<file path="src/rtl/multi_rate_ticker.sv">
// multi_rate_ticker: NUM_CH independent tick strobes with loadable divisors; define TICK_TOGGLE_EN for square-wave clk_out
module multi_rate_ticker #(
  parameter int CH_W = 2,
  parameter int CNT_W = 32,
  parameter int unsigned DEFAULT_DIV = 50000000
) (
  input  logic                 CLOCK_50,
  input  logic                 resetn,
  input  logic [2**CH_W-1:0]   enable,
  input  logic                 load,
  input  logic [CH_W-1:0]      load_ch,
  input  logic [CNT_W-1:0]     load_div,
  input  logic                 sync,
  output logic [2**CH_W-1:0]   tick,
  output logic [2**CH_W-1:0]   clk_out
);
  localparam int NUM_CH = 2**CH_W;
  localparam logic [CNT_W-1:0] ONE = CNT_W'(1);
  localparam logic [CNT_W-1:0] DEF = CNT_W'(DEFAULT_DIV);
  logic [CNT_W-1:0] new_div;
  assign new_div = load_div == '0 ? ONE : load_div;
  for (genvar c = 0; c < NUM_CH; c++) begin : g_ch
    logic [CNT_W-1:0] div, cnt;
    logic hit, t;
    assign hit = load && load_ch == CH_W'(c);
    assign tick[c] = t;
    always_ff @(posedge CLOCK_50)
      if (!resetn) begin
        div <= DEF;
        cnt <= DEF - ONE;
        t <= 1'b0;
      end else if (hit) begin
        div <= new_div;
        cnt <= new_div - ONE;
        t <= 1'b0;
      end else if (sync) begin
        cnt <= div - ONE;
        t <= 1'b0;
      end else if (!enable[c]) begin
        t <= 1'b0;
      end else if (cnt == '0) begin
        cnt <= div - ONE;
        t <= 1'b1;
      end else begin
        cnt <= cnt - ONE;
        t <= 1'b0;
      end
`ifdef TICK_TOGGLE_EN
    // flips together with the tick it accompanies, so half-period equals div
    logic co;
    assign clk_out[c] = co;
    always_ff @(posedge CLOCK_50)
      if (!resetn || hit || sync) co <= 1'b0;
      else if (enable[c] && cnt == '0) co <= ~co;
`else
    assign clk_out[c] = 1'b0;
`endif
  end
endmodule

</file>
<file path="config.mk">
export PLATFORM = sky130hd
export DESIGN_NAME = multi_rate_ticker
export DESIGN_NICKNAME = d
export VERILOG_FILES = /design/src/rtl/multi_rate_ticker.sv
export SDC_FILE = /design/constraint.sdc
export NUM_CORES = 1
export LEC_CHECK = 0
export CORE_MARGIN = 5
export CORE_UTILIZATION = 47
export DETAILED_ROUTE_END_ITERATION = 12
export PLACE_DENSITY = 0.66
export SETUP_SLACK_MARGIN = 0.1
export SLEW_MARGIN = 20
export SYNTH_ARGS = -nofsm -noshare
export SYNTH_HDL_FRONTEND = slang
export SYNTH_SLANG_ARGS = --single-unit
</file>
<file path="constraint.sdc">
create_clock -name CLOCK_50 -period 3.92 [get_ports CLOCK_50]
set_input_delay 0.784 -clock CLOCK_50 [delete_from_list [all_inputs] [get_ports CLOCK_50]]
set_output_delay 0.784 -clock CLOCK_50 [all_outputs]
set_load 0.005 [all_outputs]
</file>
==> flow_summary.toml, run 1 <==
[layout]
antenna_cells = 0
final_nets = 2398
layout.cells.non_filler = 2825
post_route_cells_drive_above_1_share_pct = 12.06
postLayoutCoreUtil_pct = 55.54
fin_area_sq_um = 19750
flow.area_growth_from_synthesis_pct = 16.68

[drt]
wl_met1_um = 29070
met3WireLength_um = 8381
top_layer_used = "met4"
vias = 18540
detailedRoute.firstPassIterationCount = 6
vias_per_cell = 6.563
detail_route.wl_per_cell_um = 25.39
dr_wl_met2_um = 29250
drtAntennaViolNets = 0
first_iter_violations = 2119
postRouteWirelength_um = 71720
post_detailed_route_drc_marker_count = 0

[cts]
clock_insertion_delay_worst_skew_ns = 0.59
path_clk_slew_ns = 0.06
cts-root-to-sink-buffers = 3
h_tree_depth = 1
clock-root-buffer = "sky130_fd_sc_hd__clkbuf_16"
clock_sinks = 260
tritoncts_buffer_count = 31
cts_hold_buf = 0
tritoncts = "built"

[synthesis]
post_synth_main_area_contributors = "sky130_fd_sc_hd__dfxtp_1, sky130_fd_sc_hd__nand2_1, sky130_fd_sc_hd__a21oi_1, sky130_fd_sc_hd__xor2_1, sky130_fd_sc_hd__nand3_1"
synth-async-reset-ratio_pct = 0
post_synthesis_instance_area_sq_um = 16930
synth_area_leader_cell = "sky130_fd_sc_hd__dfxtp_1"
synth.top_cells.by_count = "sky130_fd_sc_hd__nand2_1, sky130_fd_sc_hd__dfxtp_1, sky130_fd_sc_hd__a21oi_1"
synth-edff-count = 0
yosys.cell_count.top_type = "sky130_fd_sc_hd__nand2_1"
yosysTopAreaCellShare_pct = 30.74
syn_inst = 2269
synthFlopType = "sky130_fd_sc_hd__dfxtp_1"
syn-mean-instance-area_sq_um = 7.461
yosysUniqueCellTypes = 86
seq_area_frac_synth_pct = 30.74
yosys_warnings = 0
synth.ff_latch_count = 260

[worst_setup_path]
critPathArrivalTime_ns = 4.13
timing.critical_path.max_delay_family = "simple AND/OR/NAND/NOR gates"
critical_path_peak_fanout = 11
path_buf_inv = 2
critPathSlowestCell = "sky130_fd_sc_hd__clkdlybuf4s50_1"
worst_ep_required_time_ns = 4.42
critPathCaptureType = "flop"
worst_path_class_setup = "input port to flop"
worst_setup_path_start_kind = "input port"
critical-path-max-stage-delay_ns = 0.61
timing.critical_path.cells = "clkdlybuf4s50_1 > or4_1 > nor3_1 > and3_4 > nand3_4 > nand2b_4 > inv_2 > ha_1 > or3b_4 > nor4_4 > nand3_1 > xnor2_1 > o21ai_0 > a22oi_1"

[floorplanning]
die_width_um = 199.8
floorplan.die_area_sq_um = 39920
top_level_ports = 50
placement_rows = 69
design.core.area_sq_um = 35570
die_height_um = 199.8
effective_utilization_at_floorplan_pct = 47.60

[sta]
fin_crit_ns = 3.630
rsz_0062_raised_after_global_routing = "false"
final.period_utilization_pct = 92.61
tightestPinTransition_ns = 1.228
max_slew_margin_pct = 17.57
maxSlewViolCount = 0
maxClockFrequency_mhz = 275.5
hold_ws_ns = 0.4693
layout_setup_ws_ns = 0.2899
fin_setup_tns_ns = 0
final_hold_viol_count = 0
finalSetupViolations = 0
worst_clock_skew_ns = 0.01338

[pwr]
total_power_consumption_mw = 7.337
clock_power_share_pct = 42.3
powerDensity_nw_per_um2 = 371.4
power.static_leakage_nw = 7.086
share_seq_of_total_power_pct = 40.8
power.internal_mw = 5.130
power_switching_mw = 2.208
power.switching_fraction_pct = 30.09
combPwrFrac_pct = 16.9
ir_worst_vdd_v = 0.0003794

[placed_design]
placed_cells = 2771
dp_hpwl_um = 51000
portBuffers = 45
detailedPlace.worstSlack_ns = -0.5130
routabilityCongestion = 1.006
dpl_cell_area_sq_um = 18680

[global_route]
grt_antenna_before_repair = 0
groute.usage.overall_pct = 35.04
global_route.overflow_total = 0
grt_pass1_vias = 17050
grt_max_degree = 58
grt_pass1_wl_um = 107500

[flow_run]
timing.max_cap.violations = 0

[hold_path]
timing.hold.worst.class = "flop to flop"

[run_status]
run_status = "complete, no violations"
## worst min-delay path: cells and delay by family, from the launching register on
family,cells,cell delay [ns]
compound gates,1,0.05
simple gates,1,0.05
flops,1,0.32
## per-layer routing
metal,GRT usage [%],vias to the layer above
li1,-,8537
met4,19.97,0
met3,9.164,213
met2,50.11,1048
met5,0,-
met1,47.85,8743
## area by class of cell
class,instances,area [sq um]
inverter,34,130.1
clock inverter,13,192.7
clock buffer,41,873.3
timing repair buffer,224,1842
multi-input combinational,1792,10930
fill,3397,15820
tap,461,576.8
sequential,260,5205
## worst paths after layout
| check | from | end | slack, ns | cells past startpoint |
|---|---|---|---|---|
| worst max-delay path | load_div[29] | g_ch[2].cnt[20]$_SDFFE_PN1P_ | 0.29 | 14 |
| worst min-delay path | g_ch[0].div[31]$_SDFFE_PN0P_ | g_ch[0].div[31]$_SDFFE_PN0P_ | 0.47 | 2 |
| worst min register to register | g_ch[0].div[31]$_SDFFE_PN0P_ | g_ch[0].div[31]$_SDFFE_PN0P_ | 0.47 | 2 |
| worst max register to register | g_ch[2].cnt[18]$_SDFFE_PN0P_ | g_ch[2].cnt[29]$_SDFFE_PN0P_ | 0.63 | 8 |
## layout by cell type (no fill, tap or decap), types with 55 or more instances in the layout
cell type                  netlist  final
sky130_fd_sc_hd__nor2_1        119    117
sky130_fd_sc_hd__o211ai_1       55     55
sky130_fd_sc_hd__a21oi_1       170    170
sky130_fd_sc_hd__buf_4           9    176
sky130_fd_sc_hd__nor3_1         94     94
sky130_fd_sc_hd__nor4_1         90     89
sky130_fd_sc_hd__dfxtp_1       260    260
sky130_fd_sc_hd__or4_1          57     55
sky130_fd_sc_hd__nand2_1       363    363
sky130_fd_sc_hd__xor2_1         94     94
sky130_fd_sc_hd__nand3_1       131    129
sky130_fd_sc_hd__xnor2_1        73     73
sky130_fd_sc_hd__o21ai_0        83     81
## registers in the layout (all words and copies together), names as in the netlist
signal / count
g_ch.cnt: 128
g_ch.t: 4
g_ch.div: 128
## cells by family after synthesis
group,share of synthesized area (%)
adder cells (fa/ha/maj),0.9608
AND/OR/NAND/NOR,31.48
AO/OA/AOI/OAI,20.75
flip-flops,30.74
buffers and inverters,5.395
XOR/XNOR,8.639
multiplexers,2.010
other,0.02215
## power groups by stage
stage	clock, mW	sequential [mW]	combinational [mW]
2_1_floorplan	0	2.98	0.721
3_3_place_gp	0	3.04	1.19
3_5_place_dp	0	3.04	1.20
4_1_cts	3.12	2.99	1.21
5_1_grt	3.24	3.02	1.31
6_report	3.10	2.99	1.24
## repair_timing
item,4_1_cts,5_1_grt
resized for setup,1,0
endpoints found under the setup margin,2,0
buffers inserted,0,0
(Power assumes the default switching activity.)
==> inputs of run 2 (changes only) <==
TNS_END_PERCENT = 5   (was default)
==> results of run 2 <==
No change in the layout: final DEF, timing and power equal those of run 1.
